==> src/rtl/led_pkg.sv <==
// Shared constants for the LED sequencer family: mode encodings and direction sense.
package led_pkg;

  localparam logic [1:0] MODE_ROTATE = 2'b00;
  localparam logic [1:0] MODE_BOUNCE = 2'b01;
  localparam logic [1:0] MODE_HOLD   = 2'b10;

  localparam logic DIR_UP = 1'b1;

endpackage

==> src/rtl/tick_gen.sv <==
// Free-running prescaler producing a one-cycle clock-enable tick every 2**DIV_W cycles.
module tick_gen #(
  parameter int DIV_W = 6
) (
  input  logic clk,
  input  logic rst_n,
  input  logic en,
  output logic tick
);

  logic [DIV_W-1:0] cnt_q;
  logic [DIV_W-1:0] cnt_d;

  // Holding the count at zero while disabled makes the first tick a full period after enable.
  always_comb begin
    cnt_d = '0;
    if (en) begin
      cnt_d = cnt_q + DIV_W'(1);
    end
  end

  always_ff @(posedge clk or negedge rst_n) begin
    if (!rst_n) begin
      cnt_q <= '0;
    end else begin
      cnt_q <= cnt_d;
    end
  end

  assign tick = en && (cnt_q == '1);

endmodule

==> src/rtl/led_chaser.sv <==
// One-hot LED sequencer with rotate, bounce and hold modes, advanced by prescaler ticks or manual steps.
module led_chaser
  import led_pkg::*;
#(
  parameter int N_LEDS = 4,
  parameter int DIV_W  = 6,
  parameter int POS_W  = $clog2(N_LEDS)
) (
  input  logic              clk,
  input  logic              rst_n,
  input  logic              en,
  input  logic              dir,
  input  logic [1:0]        mode,
  input  logic              step,
  output logic [N_LEDS-1:0] leds,
  output logic [POS_W-1:0]  pos,
  output logic              wrap
);

  localparam logic [POS_W-1:0] LAST_POS = POS_W'(N_LEDS - 1);
  localparam logic [POS_W-1:0] PREV_POS = POS_W'(N_LEDS - 2);

  logic tick;
  logic adv;
  logic bounce_entry;
  logic bdir_eff;

  logic [POS_W-1:0] pos_q, pos_d;
  logic             bdir_q, bdir_d;
  logic             wrap_q, wrap_d;
  logic             was_bounce_q, was_bounce_d;

  tick_gen #(
    .DIV_W (DIV_W)
  ) u_tick_gen (
    .clk   (clk),
    .rst_n (rst_n),
    .en    (en),
    .tick  (tick)
  );

  assign adv          = tick | step;
  assign bounce_entry = (mode == MODE_BOUNCE) && !was_bounce_q;
  // On the first bounce cycle the switch direction seeds bdir, and an advance in that cycle already uses it.
  assign bdir_eff     = bounce_entry ? dir : bdir_q;

  always_comb begin
    pos_d        = pos_q;
    bdir_d       = bdir_q;
    wrap_d       = 1'b0;
    was_bounce_d = (mode == MODE_BOUNCE);

    if (mode == MODE_BOUNCE) begin
      bdir_d = bdir_eff;
    end

    if (adv) begin
      case (mode)
        MODE_ROTATE: begin
          if (dir == DIR_UP) begin
            if (pos_q == LAST_POS) begin
              pos_d  = '0;
              wrap_d = 1'b1;
            end else begin
              pos_d = pos_q + POS_W'(1);
            end
          end else begin
            if (pos_q == '0) begin
              pos_d  = LAST_POS;
              wrap_d = 1'b1;
            end else begin
              pos_d = pos_q - POS_W'(1);
            end
          end
        end
        MODE_BOUNCE: begin
          if (bdir_eff == DIR_UP) begin
            if (pos_q == LAST_POS) begin
              pos_d  = PREV_POS;
              bdir_d = ~DIR_UP;
              wrap_d = 1'b1;
            end else begin
              pos_d = pos_q + POS_W'(1);
            end
          end else begin
            if (pos_q == '0) begin
              pos_d  = POS_W'(1);
              bdir_d = DIR_UP;
              wrap_d = 1'b1;
            end else begin
              pos_d = pos_q - POS_W'(1);
            end
          end
        end
        default: begin
        end
      endcase
    end
  end

  always_ff @(posedge clk or negedge rst_n) begin
    if (!rst_n) begin
      pos_q        <= '0;
      bdir_q       <= DIR_UP;
      wrap_q       <= 1'b0;
      was_bounce_q <= 1'b0;
    end else begin
      pos_q        <= pos_d;
      bdir_q       <= bdir_d;
      wrap_q       <= wrap_d;
      was_bounce_q <= was_bounce_d;
    end
  end

  // Decoded straight from the position register so the LED pins never see intermediate states.
  always_comb begin
    leds = '0;
    for (int i = 0; i < N_LEDS; i++) begin
      leds[i] = (pos_q == POS_W'(i));
    end
  end

  assign pos  = pos_q;
  assign wrap = wrap_q;

endmodule

==> config.mk <==
export PLATFORM = sky130hd
export DESIGN_NAME = led_chaser
export DESIGN_NICKNAME = d
export VERILOG_FILES = /design/src/rtl/led_pkg.sv /design/src/rtl/tick_gen.sv /design/src/rtl/led_chaser.sv
export SDC_FILE = /design/constraint.sdc
export NUM_CORES = 1
export LEC_CHECK = 0
export ABC_AREA = 1
export ABC_CLOCK_PERIOD_IN_PS = 3400
export CAP_MARGIN = 20
export CORE_AREA = 2 2 52 54
export DETAILED_ROUTE_END_ITERATION = 16
export DIE_AREA = 0 0 54 56
export PLACE_DENSITY_LB_ADDON = 0.1
export REMOVE_ABC_BUFFERS = 1
export SYNTH_ARGS = -nofsm -noshare
export SYNTH_HDL_FRONTEND = slang
export SYNTH_SLANG_ARGS = --single-unit
==> constraint.sdc <==
create_clock -name clk -period 3.4 [get_ports clk]
set_input_delay 0.51 -clock clk [delete_from_list [all_inputs] [get_ports clk]]
set_output_delay 0.51 -clock clk [all_outputs]
set_load 0.01 [all_outputs]
Yosys cells after proc, flatten, opt, wreduce, memory -nomap -nowiden:

Cells that the tools add are included.

* flip-flop bits (word level): 11
* output and inout port bits: 7
* logic and storage cells: 42

* add/subtract/negate cells: 3
* eq/ne operators: 5
* mux-type cells: 21
* bitwise operators: 1
* reduce and logical (&&, ||, !) cells: 7

Operator list (number)
* $mux 1: 12
* $mux 2: 6
* $add 6x1->6 const B: 1
* $eq 6x6->1 const B: 1
* $mux 6: 1
* $eq 2x1->1 const B: 2
* $eq 2x2->1 const B: 2
* $logic_not 2->1: 2
* $pmux 2 s2: 1
* $add 2x1->2 const B: 1
* $logic_and 1x1->1: 2
* $pmux 1 s2: 1
* $reduce_and 2->1: 1
* $reduce_bool 2->1: 1
* $sub 2x1->2 const B: 1
* $logic_not 1->1: 1
* $or 1x1->1: 1

Longest topological paths before layout:

Gate-level depths: netlist (run 1).

* depth in word-level cells: 8
* mapped depth: 9
* depth with buffers taken out: 9

By module:

Synthesis (run 1) repeated with hierarchy kept, for this count alone.

* cells, all modules: 86
* area total of the unflattened synthesis: 671.9 µm²

By module, submodules not included
* led_chaser: instances 1, cells each 51, area each 376.6 µm²
* tick_gen: instances 1, cells each 35, area each 295.3 µm²

Least setup slack after synthesis (run 1):

No wires, ideal clock.

* kind: reg-to-output
* from: reg pos_q[0], in the netlist pos[0]
* to: out leds[0]
* arrival time: 833 ps
* path slack: 2057 ps
* cell stages (with the launch flop): 3
* buffers on the path: 0
* cell sequence: dfrtp_1 > inv_1 > ha_1

* cells in the longest elaborated chain, start to end: 1

Ends and longest elaborated chain
* start: declaration: RTL line led_chaser.sv:28 `logic [POS_W-1:0] pos_q, pos_d;`
* start signal: assignment: RTL line led_chaser.sv:108 `pos_q <= pos_d;`
* $logic_not 2->1: RTL line led_chaser.sv:119 `leds[i] = (pos_q == POS_W'(i));`
* end: declaration: RTL line led_chaser.sv:15 `output logic [N_LEDS-1:0] leds,`

Every way passes these cells.

Worst setup path after layout (run 1):

Ends and elaborated chain as after synthesis.

==> run summary, run 1 <==
## Final layout
- Synth-to-Final Area Change: 27.9%
- layout cell share with drive strength beyond 1: 18.4%
- ANT cells: 0
- number of nets in the layout: 112

## Drt
- detailed-route via count: 572
- number of detailed-route iterations in the first pass: 4
- routed wire length: 1330 µm
- routed wirelength normalized by instance count: 10.4 µm
- DRT iter0 DRCs: 19
- drt drc: 0
- via density per instance: 4.47
- DRT antenna net count: 0

## Die
- starting utilization of the core area: 28.5%
- Die Footprint: 3020 µm²
- Core ar.: 2430 µm²
- die width: 54 µm
- cell row count: 18
- Die Height: 56 µm
- count of pins on the block boundary: 14

## Global route
- initial antenna violation count: 0
- via count of the first global-routing pass: 534
- GRT overflow: 0
- first-pass GRT wire length: 2300 µm
- pin count of the biggest net entering global routing: 12
- All-Layer GR Usage: 10.5%

## CTS
- CTS clk-pin slew, worst paths: 0.07 ns
- clock tree from TritonCTS: done
- H-tree depth: 1
- Setup Fix Bufs, Post-CTS: 0
- clock buffer count from CTS: 3
- number of clock sinks seen by CTS: 11
- maximum clock path buffer count: 2
- number of hold buffers added after cts: 0
- Root Buffer Master: sky130_fd_sc_hd__clkbuf_4
- count of cells resized by post-cts repair: 0
- clock latency of the later-clocked register in the worst-skew pair: 0.26 ns

## Setup path
- kind of capture point of the worst setup path: primary output
- required time at the endpoint of the critical path: 2.89 ns
- type of the worst setup path: reg -> out
- worst-path maximum fanout: 6
- data arrival at the endpoint of the critical path: 1.69 ns
- kind of start point of the critical path: flip-flop

## Place
- hpwl dp: 1020 µm
- last weighted congestion value of the routability-driven placer: 0.806
- count of buffers from port buffering: 13
- post-place setup slack: 1.47 ns

## Worst hold path
- type of the most critical hold path: reg -> reg

## Outcome
- outcome: complete, no violations

## STA
- setup total negative slack: 0 ns
- max-slew headroom at the worst pin: 66.3%
- shortest period the worst path allows: 2.20 ns
- number of pins with negative max-slew slack in the final report: 0
- Min Hold Slack: 0.465 ns
- Worst-Margin Slew: 0.504 ns
- unrepaired setup endpoints after global routing: false
- Final Hold Fails: 0
- Max Clock Skew: 0.00170 ns
- Fmax: 454 MHz
- crit share post-route: 64.8%
- Setup WS post-layout: 1.20 ns
- final setup violation count: 0

## Power
- pwr/cell area: 500 nW/µm²
- total power of the final layout: 0.444 mW
- worst voltage drop across the vdd grid: 0.280 mV
- Static Leakage: 0.424 nW

## Synth
- cell area after technology mapping: 694 µm²
- fraction of post-synthesis cell area in the top cell type by area: 36.0%
- average cell area after synthesis: 8.57 µm²
- synthesized instance count: 81
- number of synthesis warnings: 0
- synth top area cells: sky130_fd_sc_hd__dfrtp_1, sky130_fd_sc_hd__ha_1, sky130_fd_sc_hd__inv_1, sky130_fd_sc_hd__nand2_1, sky130_fd_sc_hd__a21oi_1
- register bit count reported by yosys: 11
- area leader, netlist: sky130_fd_sc_hd__dfrtp_1
- fraction of the yosys area taken by sequential cells: 39.8%
- Cell variety after synth: 20

## Run
- max-cap check violation count: 0

## cell usage after synthesis
cell type	instances
sky130_fd_sc_hd__a21oi_2	1
sky130_fd_sc_hd__nor2_4	1
sky130_fd_sc_hd__dfstp_2	1
sky130_fd_sc_hd__nor2_1	6
sky130_fd_sc_hd__o21ai_1	4
sky130_fd_sc_hd__o22ai_1	1
sky130_fd_sc_hd__nand4_1	1
sky130_fd_sc_hd__inv_1	11
sky130_fd_sc_hd__nor2_8	1
sky130_fd_sc_hd__nand2_1	10
sky130_fd_sc_hd__nand3_2	2
sky130_fd_sc_hd__nand2_4	2
sky130_fd_sc_hd__o211ai_1	1
sky130_fd_sc_hd__a21oi_1	7
sky130_fd_sc_hd__nand3_1	6
sky130_fd_sc_hd__ha_1	6
sky130_fd_sc_hd__o21ai_0	3
sky130_fd_sc_hd__nand2_2	5
sky130_fd_sc_hd__inv_2	2
sky130_fd_sc_hd__dfrtp_1	10
## cells in the final DEF, fill, tap and decap left out, types with 3 or more instances in the layout
cell type	count
sky130_fd_sc_hd__clkdlybuf4s50_1	13
sky130_fd_sc_hd__inv_1	11
sky130_fd_sc_hd__nand2_1	10
sky130_fd_sc_hd__dfrtp_1	10
sky130_fd_sc_hd__a21oi_1	7
sky130_fd_sc_hd__nand3_1	6
sky130_fd_sc_hd__nor2_1	6
sky130_fd_sc_hd__ha_1	6
sky130_fd_sc_hd__nand2_2	5
sky130_fd_sc_hd__o21ai_1	4
sky130_fd_sc_hd__o21ai_0	3
sky130_fd_sc_hd__clkbuf_4	3
## cell type report
class	instances	area [µm²]
Clock buffer	4	26.3
Fill cell	267	1540
Inverter	13	48.8
Multi-Input combinational cell	57	369
Sequential cell	11	277
Tap cell	30	37.5
Timing Repair Buffer	13	130
## worst paths after layout
check                                    start  cells after the start  slack (ns)                   to
min in group asynchronous                rst_n                      1        0.58  u_tick_gen.cnt_q[4]
max in group asynchronous                rst_n                      1        2.46               bdir_q
hold reg to reg            u_tick_gen.cnt_q[5]                      1        0.47  u_tick_gen.cnt_q[5]
hold / removal             u_tick_gen.cnt_q[5]                      1        0.47  u_tick_gen.cnt_q[5]
setup / recovery                        pos[0]                      3        1.20              leds[0]
setup reg to reg                        pos[0]                      6        2.00               pos[1]
## cells by family (layout without fill, tap and decap cells)
logic type	count (synthesis)	after routing	share of synthesized area (%)
simple gates	34	34	29.0
compound gates	17	17	13.3
fa+ha+maj	6	6	10.8
flops	11	11	39.8
buf+inv	13	30	7.03
## per-layer routing
| layer | vias to the layer above | track usage [%] | routed length [µm] |
|---|---|---|---|
| met3 | 2 | 3.49 | 65 |
| met1 | 258 | 14.8 | 700 |
| met4 | 0 | 5.36 | 19 |
| met5 | - | 0 | 0 |
| li1 | 300 | - | - |
| met2 | 12 | 13.8 | 544 |
## power by group
group / leakage [nW] / internal, mW / switching, mW
Clock: 0.0150 / 0.0453 / 0.0432
Sequential: 0.141 / 0.148 / 0.0196
Combinational: 0.267 / 0.0928 / 0.0952
Total: 0.424 / 0.287 / 0.158
## worst max-delay path: stages, from the launching register on
cell	delay [ns]
sky130_fd_sc_hd__dfrtp_1	0.45
sky130_fd_sc_hd__inv_1	0.15
sky130_fd_sc_hd__ha_1	0.27
sky130_fd_sc_hd__clkdlybuf4s50_1	0.57
## flip-flops by register name (all words and copies together), names as in the netlist
name              cells
u_tick_gen.cnt_q      6
pos                   2
bdir_q                1
was_bounce_q          1
wrap                  1
## through the flow
| stage | instances | util [%] | cell area (µm²) |
|---|---|---|---|
| global route | 128 | 36.5 | 888 |
| detailed placement | 124 | 35.4 | 862 |
| finish | 128 | 36.5 | 888 |
| floorplan | 81 | - | 694 |
| CTS | 128 | 36.5 | 888 |
| global placement | 124 | 35.4 | 862 |
Power figures use the tool's default switching activity.
==> run 2, diff against run 1 <==
Settings changed: ABC_CLOCK_PERIOD_IN_PS 3400 to 1800.
Clock period 3.4 ns to 1.8 ns, I/O delays scaled along.
==> run summary, run 2 (same netlist as run 1, synthesis figures left out) <==
## Outcome
- outcome: complete, no violations

## Setup path
- type of the worst setup path: reg -> out
- required time at the endpoint of the critical path: 1.53 ns
- worst-path maximum fanout: 4
- register-to-register setup slack: 0.43 ns
- kind of start point of the critical path: flip-flop
- data arrival at the endpoint of the critical path: 1.44 ns
- kind of capture point of the worst setup path: primary output

## Global route
- initial antenna violation count: 0
- first-pass GRT wire length: 2660 µm
- via count of the first global-routing pass: 610
- All-Layer GR Usage: 11.8%
- pin count of the biggest net entering global routing: 12
- GRT overflow: 0

## Drt
- routed wire length: 1460 µm
- routed wirelength normalized by instance count: 11.2 µm
- DRT iter0 DRCs: 9
- drt drc: 0
- via density per instance: 4.52
- DRT antenna net count: 0
- number of detailed-route iterations in the first pass: 4
- detailed-route via count: 587

## CTS
- clock latency of the later-clocked register in the worst-skew pair: 0.26 ns
- Setup Fix Bufs, Post-CTS: 0
- Root Buffer Master: sky130_fd_sc_hd__clkbuf_4
- CTS clk-pin slew, worst paths: 0.07 ns
- H-tree depth: 1
- number of hold buffers added after cts: 0
- maximum clock path buffer count: 2
- number of clock sinks seen by CTS: 11
- clock tree from TritonCTS: done
- clock buffer count from CTS: 3

## Final layout
- number of standard cells in the final layout excluding fillers: 130
- design area: 921 µm²
- layout cell share with drive strength beyond 1: 24.0%
- most frequent cells in the layout: sky130_fd_sc_hd__nand2_1, sky130_fd_sc_hd__clkdlybuf4s50_1, sky130_fd_sc_hd__inv_1, sky130_fd_sc_hd__dfrtp_1, sky130_fd_sc_hd__a21oi_1
- Synth-to-Final Area Change: 32.6%
- register with the highest flop count: u_tick_gen.cnt_q
- ANT cells: 0
- Core Util, Final: 37.9%
- number of nets in the layout: 114
- max FFs per register: 6

## Power
- power share of the combinational group: 45.6%
- worst voltage drop across the vdd grid: 0.695 mV
- total power of the final layout: 0.870 mW
- Sw Pwr: 0.314 mW
- pwr/cell area: 944 nW/µm²
- register share of total power: 35.7%
- Static Leakage: 0.464 nW
- switching share of power: 36.0%
- Int Pwr: 0.556 mW
- part of the total power dissipated in the clock network: 18.6%

## STA
- max-slew headroom at the worst pin: 66.8%
- Setup WS post-layout: 0.0865 ns
- final setup violation count: 0
- Worst-Margin Slew: 0.496 ns
- number of pins with negative max-slew slack in the final report: 0
- crit share post-route: 95.2%
- Final Hold Fails: 0
- setup total negative slack: 0 ns
- unrepaired setup endpoints after global routing: false
- Fmax: 584 MHz
- Max Clock Skew: 0.00142 ns
- shortest period the worst path allows: 1.71 ns
- Min Hold Slack: 0.343 ns

## Place
- cell count after placement: 126
- Placement Cell Area: 877 µm²
- post-place setup slack: 0.159 ns
- count of buffers from port buffering: 13
- last weighted congestion value of the routability-driven placer: 0.804
- hpwl dp: 1120 µm

## Die
- Core ar.: 2430 µm²
- die width: 54 µm
- count of pins on the block boundary: 14
- starting utilization of the core area: 28.5%
- Die Height: 56 µm
- Die Footprint: 3020 µm²
- cell row count: 18

## Run
- max-cap check violation count: 0

## Worst hold path
- type of the most critical hold path: in -> async

## run 2: cell count changes in the layout (fill, tap and decap cells not counted), sizes merged
| cell | before | now |
|---|---|---|
| clkdlybuf4s50 | 13 | 10 |
| buf | 0 | 2 |
| dlygate4sd2 | 0 | 1 |
| dlymetal6s2s | 0 | 2 |
## run 2: area by class of cell
type | count | area (µm²)
Fill cell | 266 | 1510
Multi-Input combinational cell | 57 | 382
Sequential cell | 11 | 278
Timing Repair Buffer | 15 | 149
Inverter | 13 | 48.8
Tap cell | 30 | 37.5
Clock buffer | 4 | 26.3
## run 2: timing repair
| item | CTS | global route |
|---|---|---|
| gates cloned | 0 | 0 |
| resized for setup | 6 | 2 |
| setup endpoints to repair | 2 | 2 |
## run 2: routing by layer
metal	routed length, µm	global-route usage (%)	vias to the layer above
met5	0	0	-
met4	19	6.43	0
met3	51	1.88	2
met2	677	16.6	9
met1	711	16.7	271
li1	-	-	305
## run 2: final timing paths
path,from,endpoint,cells past startpoint
max in group asynchronous,rst_n,pos[1],1
min in group clk,u_tick_gen.cnt_q[5],u_tick_gen.cnt_q[5],1
hold / removal,rst_n,u_tick_gen.cnt_q[5],1
setup reg to reg,u_tick_gen.cnt_q[0],pos[1],8
hold reg to reg,u_tick_gen.cnt_q[5],u_tick_gen.cnt_q[5],1
setup / recovery,pos[0],leds[2],3
## run 2: critical path: stages, from the launching register on
cell	delay, ns
sky130_fd_sc_hd__dfrtp_1	0.39
sky130_fd_sc_hd__inv_2	0.11
sky130_fd_sc_hd__ha_1	0.15
sky130_fd_sc_hd__clkdlybuf4s50_1	0.53
## run 2: power by group through the flow
stage,Combinational (mW),Sequential (mW),Clock [mW]
2_1_floorplan,0.202,0.322,0
3_3_place_gp,0.392,0.312,0
3_5_place_dp,0.387,0.311,0
4_1_cts,0.405,0.311,0.175
5_1_grt,0.445,0.314,0.189
6_report,0.397,0.311,0.162
